--- src/rtl/monolith_axil_ctrl.sv ---
// AXI4-Lite register front end and start/done sequencer for the Monolith-31 hash core.
// Optional watchdog on the WAIT state is enabled with `define MONOLITH_CTRL_TIMEOUT_EN.
module monolith_axil_ctrl #(
  parameter int ADDR_W         = 32,
  parameter int TIMEOUT_CYCLES = 1024
) (
  input  logic              aclk,
  input  logic              aresetn,
  input  logic              s_axi_awvalid,
  output logic              s_axi_awready,
  input  logic [ADDR_W-1:0] s_axi_awaddr,
  input  logic              s_axi_wvalid,
  output logic              s_axi_wready,
  input  logic [31:0]       s_axi_wdata,
  input  logic [3:0]        s_axi_wstrb,
  output logic              s_axi_bvalid,
  input  logic              s_axi_bready,
  output logic [1:0]        s_axi_bresp,
  input  logic              s_axi_arvalid,
  output logic              s_axi_arready,
  input  logic [ADDR_W-1:0] s_axi_araddr,
  output logic              s_axi_rvalid,
  input  logic              s_axi_rready,
  output logic [31:0]       s_axi_rdata,
  output logic [1:0]        s_axi_rresp,
  output logic [30:0]       core_in,
  output logic              core_start,
  input  logic              core_done,
  input  logic [30:0]       core_out,
  output logic              irq,
  output logic [1:0]        dbg_state
);
  localparam logic [1:0] S_IDLE  = 2'd0;
  localparam logic [1:0] S_START = 2'd1;
  localparam logic [1:0] S_WAIT  = 2'd2;
  localparam logic [1:0] S_DONE  = 2'd3;

  // Handshakes: a transfer happens on any rising aclk edge where valid and ready are both
  // high; a valid, once raised, holds its payload until that edge.
  logic              live_q;
  logic              aw_full, w_full;
  logic [ADDR_W-1:2] aw_addr_q;
  logic [31:0]       w_data_q;
  logic [3:0]        w_strb_q;
  logic [1:0]        state;
  logic              start_req, abort_q, valid_q, clr_pend_q, irq_pend_q;
  logic              go_q, irq_en_q, timeout_q, timeout_hit;
  logic [30:0]       din_q, result_q;
  logic [31:0]       din_merged;
  logic [30:0]       din_canon;
  logic              busy, wr_fire, wr_bad, rd_bad, din_wr, ctrl_wr, go_rise, go_clr, stat_w1c, latch;
  logic [1:0]        wr_idx;
  logic [31:0]       status, rd_word;
  logic              unused_bits;

  assign busy          = (state != S_IDLE);
  assign s_axi_awready = live_q & ~aw_full & ~s_axi_bvalid;
  assign s_axi_wready  = live_q & ~w_full & ~s_axi_bvalid;
  assign s_axi_arready = live_q & ~s_axi_rvalid;
  assign core_in       = din_q;
  assign core_start    = (state == S_START);
  assign irq           = irq_pend_q & irq_en_q;
  assign dbg_state     = state;
  assign unused_bits   = ^{s_axi_awaddr[1:0], s_axi_araddr[1:0], din_merged[31]};

  assign wr_fire  = aw_full & w_full & ~s_axi_bvalid;
  assign wr_bad   = |aw_addr_q[ADDR_W-1:4];
  assign wr_idx   = aw_addr_q[3:2];
  assign din_wr   = wr_fire & ~wr_bad & (wr_idx == 2'd0) & ~busy;
  assign ctrl_wr  = wr_fire & ~wr_bad & (wr_idx == 2'd3) & w_strb_q[0];
  assign go_rise  = ctrl_wr & w_data_q[0] & ~go_q;
  assign go_clr   = ctrl_wr & ~w_data_q[0];
  assign stat_w1c = wr_fire & ~wr_bad & (wr_idx == 2'd1) & w_strb_q[0] & w_data_q[1];
  assign latch    = (state == S_WAIT) & core_done & ~abort_q;

  always_comb begin
    din_merged = {1'b0, din_q};
    for (int i = 0; i < 4; i++)
      if (w_strb_q[i]) din_merged[8*i +: 8] = w_data_q[8*i +: 8];
    // All-ones is the non-canonical encoding of zero in GF(2^31-1).
    din_canon = (din_merged[30:0] == 31'h7FFF_FFFF) ? 31'd0 : din_merged[30:0];
  end

`ifdef MONOLITH_CTRL_TIMEOUT_EN
  logic [31:0] to_cnt;
  assign timeout_hit = (state == S_WAIT) & ~core_done & (to_cnt == 32'(TIMEOUT_CYCLES - 1));
  always_ff @(posedge aclk or negedge aresetn) begin
    if (!aresetn) begin
      to_cnt    <= '0;
      timeout_q <= 1'b0;
    end else begin
      to_cnt <= (state == S_WAIT) ? to_cnt + 32'd1 : 32'd0;
      if (timeout_hit)  timeout_q <= 1'b1;
      else if (go_rise) timeout_q <= 1'b0;
    end
  end
`else
  assign timeout_hit = 1'b0;
  assign timeout_q   = 1'b0;
`endif

  assign status = {29'd0, timeout_q, irq_pend_q, busy};
  assign rd_bad = |s_axi_araddr[ADDR_W-1:4];
  always_comb begin
    rd_word = 32'd0;
    case (s_axi_araddr[3:2])
      2'd0:    rd_word = {1'b0, din_q};
      2'd1:    rd_word = status;
      2'd2:    rd_word = {result_q, valid_q};
      default: rd_word = {30'd0, irq_en_q, go_q};
    endcase
  end

  always_ff @(posedge aclk or negedge aresetn) begin
    if (!aresetn) begin
      live_q       <= 1'b0;
      aw_full      <= 1'b0;
      w_full       <= 1'b0;
      aw_addr_q    <= '0;
      w_data_q     <= '0;
      w_strb_q     <= '0;
      s_axi_bvalid <= 1'b0;
      s_axi_bresp  <= 2'b00;
      s_axi_rvalid <= 1'b0;
      s_axi_rdata  <= '0;
      s_axi_rresp  <= 2'b00;
    end else begin
      live_q <= 1'b1;
      if (s_axi_awvalid && s_axi_awready) begin
        aw_full   <= 1'b1;
        aw_addr_q <= s_axi_awaddr[ADDR_W-1:2];
      end
      if (s_axi_wvalid && s_axi_wready) begin
        w_full   <= 1'b1;
        w_data_q <= s_axi_wdata;
        w_strb_q <= s_axi_wstrb;
      end
      if (wr_fire) begin
        aw_full      <= 1'b0;
        w_full       <= 1'b0;
        s_axi_bvalid <= 1'b1;
        s_axi_bresp  <= (wr_bad || (wr_idx == 2'd0 && busy)) ? 2'b10 : 2'b00;
      end else if (s_axi_bvalid && s_axi_bready) begin
        s_axi_bvalid <= 1'b0;
      end
      if (s_axi_arvalid && s_axi_arready) begin
        s_axi_rvalid <= 1'b1;
        s_axi_rdata  <= rd_bad ? 32'd0 : rd_word;
        s_axi_rresp  <= rd_bad ? 2'b10 : 2'b00;
      end else if (s_axi_rvalid && s_axi_rready) begin
        s_axi_rvalid <= 1'b0;
      end
    end
  end

  always_ff @(posedge aclk or negedge aresetn) begin
    if (!aresetn) begin
      state      <= S_IDLE;
      start_req  <= 1'b0;
      abort_q    <= 1'b0;
      valid_q    <= 1'b0;
      clr_pend_q <= 1'b0;
      irq_pend_q <= 1'b0;
      result_q   <= '0;
      din_q      <= '0;
      go_q       <= 1'b0;
      irq_en_q   <= 1'b0;
    end else begin
      start_req  <= go_rise & ~busy;
      clr_pend_q <= go_clr & latch;
      if (din_wr) din_q <= din_canon;
      if (ctrl_wr) begin
        go_q     <= w_data_q[0];
        irq_en_q <= w_data_q[1];
      end
      case (state)
        S_IDLE:  if (start_req) state <= S_START;
        S_START: state <= S_WAIT;
        S_WAIT:  if (core_done) state <= abort_q ? S_IDLE : S_DONE;
                 else if (timeout_hit) state <= S_IDLE;
        default: state <= S_IDLE;
      endcase
      if (state != S_WAIT)              abort_q <= 1'b0;
      else if (go_clr && !core_done)    abort_q <= 1'b1;
      // A completion landing with a go=0 write still latches; valid drops a cycle later.
      if (latch) begin
        valid_q  <= 1'b1;
        result_q <= core_out;
      end else if (state == S_START || go_clr || clr_pend_q) begin
        valid_q <= 1'b0;
      end
      if ((latch || timeout_hit) && irq_en_q) irq_pend_q <= 1'b1;
      else if (stat_w1c)                       irq_pend_q <= 1'b0;
    end
  end
endmodule
--- config.mk ---
export PLATFORM = sky130hd
export DESIGN_NAME = monolith_axil_ctrl
export DESIGN_NICKNAME = d
export VERILOG_FILES = /design/src/rtl/monolith_axil_ctrl.sv
export SDC_FILE = /design/constraint.sdc
export NUM_CORES = 1
export LEC_CHECK = 0
export CAP_MARGIN = 20
export CORE_MARGIN = 8
export CORE_UTILIZATION = 54
export CTS_BUF_LIST = sky130_fd_sc_hd__clkbuf_8
export CTS_CLUSTER_DIAMETER = 150
export DETAILED_ROUTE_END_ITERATION = 8
export PLACE_DENSITY = 0.87
export SETUP_SLACK_MARGIN = 0.5
export SYNTH_ARGS = -nofsm -noshare
export SYNTH_HDL_FRONTEND = slang
export SYNTH_SLANG_ARGS = --single-unit
--- constraint.sdc ---
create_clock -name aclk -period 3.19 [get_ports aclk]
set_input_delay 0.638 -clock aclk [delete_from_list [all_inputs] [get_ports aclk]]
set_output_delay 0.638 -clock aclk [all_outputs]
set_load 0.02 [all_outputs]
* Yosys cells after proc, flatten, opt, wreduce, memory -nomap -nowiden
Index checks and enable logic that the tools add are counted.
** Word-level totals
- Output and inout bits :: 76
- Input bits :: 139
- Word-level logic and storage cells :: 116
- Register bits :: 177
** Cells by class
- Reduce and logical (&&, ||, !) cells :: 26
- Equal/unequal tests :: 10
- Multiplexer cells :: 27
- Bitwise operators :: 32
** Operators by type and width (count)
- case mux 32 bit (3 select lines) :: 1
- OR reduction 28 bit :: 2
- 2-to-1 mux 32 bit :: 1
- == test 31 bit (second input constant) :: 1
- 2-to-1 mux 31 bit :: 1
- 2-to-1 mux 8 bit :: 3
- bitwise AND 1 bit :: 23
- nonzero test 2 bit :: 8
- 2-to-1 mux 1 bit :: 14
- 2-to-1 mux 2 bit :: 5
- inverter 1 bit :: 9
- logical AND 1 bit :: 8
- 2-to-1 mux 7 bit :: 1
- == test 2 x 1 -> 1 bit (second input constant) :: 3
- == test 2 bit (second input constant) :: 3
- logical NOT 2 bit :: 3
- != test 2 bit (second input constant) :: 3
- case mux 2 bit (3 select lines) :: 1
- logical OR 1 bit :: 3
- AND reduction 2 bit :: 1
- logical NOT 1 bit :: 1

* Depth between registers and ports, before layout
Gate-level depths: netlist of the first run.
- Depth in word-level cells :: 10
- Mapped depth :: 7
- Depth with buffers taken out :: 5

* Worst setup path before layout of the first run
No wires, ideal clock.
- Path type :: flip-flop to flip-flop
- Start point :: register s_axi_bvalid
- End point :: register w_data_q[0]
- Required time :: 3.065 ns
- Cell stages (with the launch flop) :: 7
- Path buffers :: 2
- Period minus slack after synthesis :: 2.009 ns
- Library setup time :: 0.125 ns
- Arrival time :: 1.884 ns
- Path slack :: 1.181 ns
- Cells stage by stage :: dfrtp_1 nand2b_1 nor2_1 and2_1 buf_2 buf_2 mux2_2
** Between the ends
- Cells in the longest elaborated chain, start to end :: 3
** Ends and longest elaborated chain
- start: declaration :: RTL line 16 : output logic s_axi_bvalid,
- start signal: assignment :: RTL line 122 : s_axi_bvalid <= 1'b0;
- start signal: assignment :: RTL line 141 : s_axi_bvalid <= 1'b1;
- start signal: assignment :: RTL line 144 : s_axi_bvalid <= 1'b0;
- inverter 1 bit :: RTL line 58 : assign s_axi_wready = live_q & ~w_full & ~s_axi_bvalid;
- bitwise AND 1 bit :: RTL line 58
- named net s_axi_wready :: RTL line 13 : output logic s_axi_wready,
- logical AND 1 bit :: RTL line 133 : if (s_axi_wvalid && s_axi_wready) begin
- end signal: assignment :: RTL line 135 : w_data_q <= s_axi_wdata;
- end: declaration :: RTL line 43 : logic [31:0] w_data_q;
The timed path passes the listed nets, and every way through them passes these cells.
A chain may end at the register's enable or synchronous reset.

* Worst setup path in the final report of the first run
- Start point :: register s_axi_bvalid
- End point :: output s_axi_awready
** Between the ends
- Cells in the longest elaborated chain, start to end :: 2
** Ends and longest elaborated chain
- inverter 1 bit :: RTL line 57 : assign s_axi_awready = live_q & ~aw_full & ~s_axi_bvalid;
- bitwise AND 1 bit :: RTL line 57
- end: declaration :: RTL line 10 : output logic s_axi_awready,
Every way passes these cells.

==> flow_summary_export.csv, run 1 <==
group,metric,value,unit
detailed_routing,drt-total-wl,22300,µm
clock_tree,cts_tree,"yes",
timing,rsz0062_at_grt,"no",
clock_tree,cts_buffers,17,
setup_path,cp.required,2.55,ns
timing,max_freq,0.396,GHz
floorplanning,start_util,55.3,%
detailed_routing,drtIter0Drc,390,
timing,setup_viol_count_final,0,
logic_synthesis,netlist_instances,676,
layout,final_cell_mix,"205 x clkdlybuf4s50_1, 175 x dfrtp_1, 88 x mux2_2",
global_route,grt_pass1_vias,6828,
power,powerDensity,664,mW/mm²
logic_synthesis,synthArstFlopShare,100,%
global_route,grt.overflow.total,0,
setup_path,cp_slowest_cell,"clkdlybuf4s50_1",
setup_path,critPathMaxStageDelay,0.65,ns
timing,fin_crit,2.53,ns
placement,dp_hpwl,16200,µm
layout,fin_nets,1013,
floorplanning,ios,215,
detailed_routing,route.detailed.drc,0,
clock_tree,clock_latency,0.47,ns
clock_tree,cts_sinks,175,
logic_synthesis,yosysWarningCount,0,
layout,final_common_cell,"clkdlybuf4s50_1",
floorplanning,rows,44,
timing,finClkSkew,0.0121,ns
logic_synthesis,ys_seq_elements,175,
detailed_routing,via_per_inst,5.83,
timing,slew_viol_final,0,
setup_path,endpoint_kind,"output port",
timing,fin_crit_sh,79.2,%
setup_path,cp-start-kind,"flop",
logic_synthesis,syn_area,0.00807,mm²
logic_synthesis,syn_area_per_cell,11.9,µm²
logic_synthesis,yosysUniqueCellTypes,43,
clock_tree,cts_max_level,4,
clock_tree,clock-root-buffer,"clkbuf_8",
logic_synthesis,synth_edf_count,0,
timing,worstMarginPinSlew,0.618,ns
global_route,track_usage,23.4,%
hold_path,hold_class,"primary input to async pin",
power,seq_power_share,48.1,%
power,p_leak,4.45,nW
placement,io_buffers,207,
layout,nFillCells,932,
placement,gp_congestion,0.823,
floorplanning,die_h,138,µm
detailed_routing,num_vias,6245,
clock_tree,clkSlewWorstSetupHoldPaths,0.08,ns
layout,syn_to_final_growth,33.4,%
timing,hold_viol,0,
floorplanning,core-area,0.0146,mm²
global_route,antenna_found_initial,0,
logic_synthesis,yosysSeqAreaShare,54.3,%
detailed_routing,wire_per_inst,20.8,µm
clock_tree,cts_setup_buffers,0,
global_route,grt_pass1_wl,36200,µm
layout,layout-drive-gt1-share,23.4,%
setup_path,crit_chain,"nand2b_1 -> nor2_1 -> clkdlybuf4s50_1",
power,combPwrFrac,28.3,%
timing,tns,0,ns
power,p_clk_share,23.5,%
power,internal_power,4.86,mW
layout,antennaDiodeCount,0,
power,peakVddDrop,0.481,mV
clock_tree,cts_buffer_depth,2,
power,p_sw_share,31.9,%
setup_path,crit_arrival,1.89,ns
placement,dpl_cell_area,0.0103,mm²
layout,final_cell_area,0.0108,mm²
global_route,grt_max_degree,65,
job,drv_cap,0,
logic_synthesis,synth_flop_cell,"dfrtp_1",
setup_path,worstSetupPathType,"flop to output port",
floorplanning,dieArea,0.0191,mm²
power,netSwitchingPower,2.28,mW
floorplanning,fp.dieW,138,µm
timing,slew_headroom,58.8,%
run_status,outcome,"completed",
detailed_routing,antenna_left,0,
detailed_routing,dr.pass1.iters,6,
setup_path,crit_path_max_fanout,6,
## cells by family (layout without fill, tap and decap cells)
kind of cell           Yosys count  after routing  share of synthesized area (%)
AO/OA/AOI/OAI                  112            112                           10.1
buffers and inverters           54            264                           3.21
flip-flops                     175            175                           54.3
multiplexers                   131            131                           18.0
other                            2              3                         0.0931
AND/OR/NAND/NOR                202            202                           14.3
## critical path, delay by kind of cell (launching register included)
family                 cells  cell delay (ns)
and+or+nand+nor            2             0.35
DFF                        1             0.43
buffers and inverters      1             0.65
## power by group through the flow
stage / registers, mW / logic, mW / clock network, mW
2_1_floorplan: 3.25 / 1.47 / 0
3_3_place_gp: 3.40 / 1.89 / 0
3_5_place_dp: 3.46 / 2.01 / 0
4_1_cts: 3.42 / 2.04 / 1.71
5_1_grt: 3.51 / 2.21 / 1.81
6_report: 3.44 / 2.02 / 1.68
## cells in the mapped netlist, types with 4 or more instances
master | instances | area share (%)
a21o_1 | 5 | 0.47
nand4_1 | 14 | 1.1
buf_2 | 21 | 1.3
o21ai_0 | 33 | 2.0
nand2_2 | 30 | 2.3
o211ai_1 | 4 | 0.37
nand2b_1 | 7 | 0.54
inv_1 | 6 | 0.28
nand3_1 | 38 | 2.4
mux2_2 | 88 | 12
a21oi_1 | 4 | 0.25
dfrtp_1 | 175 | 54
o21ai_1 | 30 | 1.9
o211ai_2 | 27 | 4.2
mux2i_1 | 34 | 4.2
nand3b_1 | 6 | 0.56
nand2_1 | 38 | 1.8
nor4_1 | 11 | 0.85
mux2_1 | 7 | 0.98
nor4_2 | 4 | 0.62
clkbuf_1 | 20 | 0.93
nor2_1 | 6 | 0.28
nor2b_1 | 34 | 2.6
## metrics by stage
| stage | utilization [%] | hold slack, ns | power, mW | instances | setup slack, ns |
|---|---|---|---|---|---|
| 6_report | 73.7 | 0.160 | 7.14 | 1071 | 0.664 |
| 2_1_floorplan | - | 0.342 | 4.72 | 677 | 1.18 |
| 5_1_grt | 73.7 | 0.164 | 7.54 | 1071 | 0.525 |
| 3_5_place_dp | 70.7 | 0.476 | 5.47 | 1039 | 0.597 |
| 3_3_place_gp | 70.7 | 0.467 | 5.29 | 1039 | 0.653 |
| 4_1_cts | 73.7 | 0.146 | 7.16 | 1071 | 0.571 |
## sequential cells by signal, indices dropped and copies added, names as in the netlist
signal and cells:
clr_pend_q 1, s_axi_bresp 1, s_axi_rresp 1, irq_en_q 1
dbg_state 2, s_axi_bvalid 1, go_q 1, valid_q 1
live_q 1, s_axi_rdata 32, w_full 1, aw_addr_q 30
w_strb_q 4, abort_q 1, aw_full 1, result_q 31
core_in 31, start_req 1, s_axi_rvalid 1, irq_pend_q 1
w_data_q 31
## final timing paths
check,startpoint,endpoint,slack (ns),depth (start not counted)
worst min register to register,s_axi_rdata[12],s_axi_rdata[12],0.49,2
worst max-delay path,s_axi_bvalid,s_axi_awready,0.66,3
min in group aclk,s_axi_rdata[12],s_axi_rdata[12],0.49,2
worst min-delay path,aresetn,result_q[26],0.16,1
worst max register to register,w_strb_q[3],core_in[4],0.83,6
max in group asynchronous,aresetn,result_q[16],2.20,2
## routing by layer
metal | GRT usage [%] | share of wire (%)
met1 | 27.4 | 41
met2 | 39.4 | 51
met3 | 7.98 | 6.3
met4 | 8.35 | 2.4
met5 | 0 | 0
## repair_timing
item                       4_1_cts  5_1_grt
resized for setup                0        1
hold buffers                     0        0
setup endpoints to repair        0       26
hold endpoints to repair         0        0
## area by class of cell
cell class | instances | area [µm²] | share of cell area [%]
inverters | 6 | 22.5 | 0.209
well taps | 184 | 230 | 2.14
multi-input cells | 448 | 3450 | 32.1
clock buffers | 18 | 248 | 2.30
repair buffers | 226 | 2240 | 20.8
flip-flops and latches | 175 | 4380 | 40.7
clock inverters | 14 | 191 | 1.78
Note: power is estimated with default switching activity, not from simulation.
==> run 2: changes to the inputs <==
- CORE_UTILIZATION: 54 -> 46
- PLACE_DENSITY: 0.87 -> 0.79
- clock period: 3.19 -> 2 ns (I/O delays scaled with it)
==> flow_summary_export.csv, run 2 (synthesized netlist as in run 1, its figures left out) <==
group,metric,value,unit
run_status,outcome,"finished with violations",
run_status,violations,"negative setup slack",
setup_path,crit_chain,"or2_4 -> or3_4 -> buf_6 -> nor3_4 -> buf_6 -> buf_6 -> nand3_1 -> o211ai_1",
timing,slew_viol_final,0,
clock_tree,cts_max_level,4,
detailed_routing,route.detailed.drc,0,
timing,rsz0062_at_grt,"yes",
timing,max_freq,0.475,GHz
placement,dp.cells,1124,
floorplanning,dieArea,0.0220,mm²
setup_path,worst-path-buf-inv,3,
floorplanning,die_h,148,µm
timing,fin_crit_sh,105,%
setup_path,critPathMaxStageDelay,0.41,ns
power,powerDensity,1040,mW/mm²
timing,fin_crit,2.11,ns
hold_path,hold_depth,3,
layout,nFillCells,1000,
detailed_routing,wl_met1,11500,µm
timing,setup_viol_count_final,24,
placement,io_buffers,207,
setup_path,worstSetupPathType,"flop to flop",
global_route,antenna_found_initial,1,
layout,postLayoutCoreUtil,76.6,%
setup_path,r2r_end,"core_in[19]",
floorplanning,core-area,0.0172,mm²
layout,final_cells,1251,
clock_tree,cts_buffers,17,
clock_tree,cts_buffer_depth,2,
setup_path,r2r_slack,-0.11,ns
global_route,grt_pass1_wl,39700,µm
detailed_routing,antenna_left,0,
global_route,track_usage,23.2,%
setup_path,cp.required,2.37,ns
setup_path,crit_arrival,2.47,ns
placement,dp_hpwl,16300,µm
setup_path,r2r-start,"dbg_state[1]",
layout,final_cell_mix,"160 x dfrtp_1, 123 x clkdlybuf4s50_1, 94 x mux2_4",
floorplanning,start_util,46.8,%
setup_path,crit_path_max_fanout,7,
job,drv_cap,0,
layout,largest_reg_flops,32,
setup_path,endpoint_kind,"flop",
global_route,grt_pass1_vias,7155,
clock_tree,clock_latency,0.47,ns
clock_tree,cts_tree,"yes",
detailed_routing,dr.pass1.iters,5,
placement,gp_congestion,0.783,
layout,seq_area,0.00440,mm²
global_route,grt.overflow.total,0,
setup_path,cp-start-kind,"flop",
setup_path,reg2reg_depth,8,
power,p_leak,5.97,nW
floorplanning,ios,215,
layout,layout-drive-gt1-share,49.8,%
setup_path,cp-startpoint,"dbg_state[1]",
layout,final_common_cell,"dfrtp_1",
clock_tree,clock-root-buffer,"clkbuf_8",
power,peakVddDrop,0.686,mV
setup_path,cpMostUsedCell,"buf_6",
layout,regMostFlops,"s_axi_rdata",
timing,finClkSkew,0.0164,ns
detailed_routing,wl_met2,14100,µm
timing,hold_viol,0,
setup_path,crit_path_end,"core_in[19]",
detailed_routing,top_layer,"met5",
global_route,grt_max_degree,43,
setup_path,cp_slowest_cell,"dfrtp_2",
floorplanning,rows,48,
setup_path,cp_top_family,"simple AND/OR/NAND/NOR gates",
clock_tree,cts_sinks,175,
clock_tree,clkSlewWorstSetupHoldPaths,0.10,ns
detailed_routing,num_vias,7041,
detailed_routing,drtIter0Drc,627,
timing,tns,-0.728,ns
layout,antennaDiodeCount,0,
timing,setup_slack,-0.105,ns
detailed_routing,met3_length,2180,µm
floorplanning,fp.dieW,148,µm
detailed_routing,wire_per_inst,22.6,µm
detailed_routing,via_per_inst,5.63,
detailed_routing,drt-total-wl,28200,µm
layout,syn_to_final_growth,63.7,%
setup_path,worst-path-stages,8,
layout,fin_nets,1152,
hold_path,hold_class,"primary input to flop",
layout,multi_input_area,0.00424,mm²
[run 2: changes by cell type in the layout (fill, tap and decap cells not counted), moves of 10 or more]
| cell | delta |
|---|---|
| o21ai_1 | -23 |
| buf_4 | +64 |
| dfrtp_2 | +15 |
| mux2_4 | +94 |
| nand2_4 | +12 |
| buf_12 | +18 |
| nor4_1 | -10 |
| o21ai_2 | +30 |
| dfrtp_1 | -15 |
| buf_6 | +76 |
| clkdlybuf4s50_1 | -82 |
| buf_2 | +37 |
| mux2_2 | -87 |
[run 2: report_power, final]
group / switching (mW) / internal (mW) / total, mW
clock: 1.38 / 1.25 / 2.64
sequential: 0.927 / 4.61 / 5.53
combinational: 2.16 / 3.37 / 5.53
total: 4.47 / 9.23 / 13.7
[run 2: worst min path at each step]
stage | from | endpoint
after floorplan | aresetn | abort_q
final | s_axi_araddr[3] | s_axi_rdata[1]
after detailed placement | aresetn | s_axi_rdata[6]
after global placement | aresetn | result_q[5]
after CTS | s_axi_araddr[3] | s_axi_rdata[1]
after global routing | s_axi_araddr[3] | s_axi_rdata[1]
[run 2: layout make-up]
type / count / area share [%]
inverter: 6 / 0.171
clock inverter: 15 / 1.37
sequential: 175 / 33.3
multi-input combinational: 448 / 32.1
tap: 225 / 2.13
clock buffer: 17 / 1.77
timing repair buffer: 365 / 29.1
[run 2: metrics by stage]
step	worst slack [ns]	cell area, µm²	power [mW]	hold slack [ns]
2_1_floorplan	0.139	8520	8.14	0.104
3_3_place_gp	-0.115	11200	9.38	0.358
3_5_place_dp	-0.180	11200	9.54	0.357
4_1_cts	0.0741	12200	12.8	0.389
5_1_grt	-0.163	13200	14.3	0.400
6_report	-0.105	13200	13.7	0.406
[run 2: routing by layer]
metal,vias to the layer above,GRT usage (%)
li1,3092,-
met1,3572,29.1
met2,326,37.4
met3,49,7.11
met4,2,7.45
met5,-,0
[run 2: tightest hold or removal path, cell delays in order]
cell	delay, ns
buf_2	0.14
mux4_2	0.19
a22o_1	0.11
[run 2: timing repair]
action / in CTS / in global routing
pin swaps: 14 / 30
resized for setup: 413 / 144
hold buffers: 1 / 0
buffers inserted: 49 / 26
gates cloned: 10 / 9
endpoints found under the setup margin: 238 / 206
hold endpoints to repair: 36 / 0
==> run 3: changes to the inputs <==
- CAP_MARGIN: 20 -> not set
==> results of run 3 <==
Same layout as run 2: the final DEF is identical, and so are final timing and power.
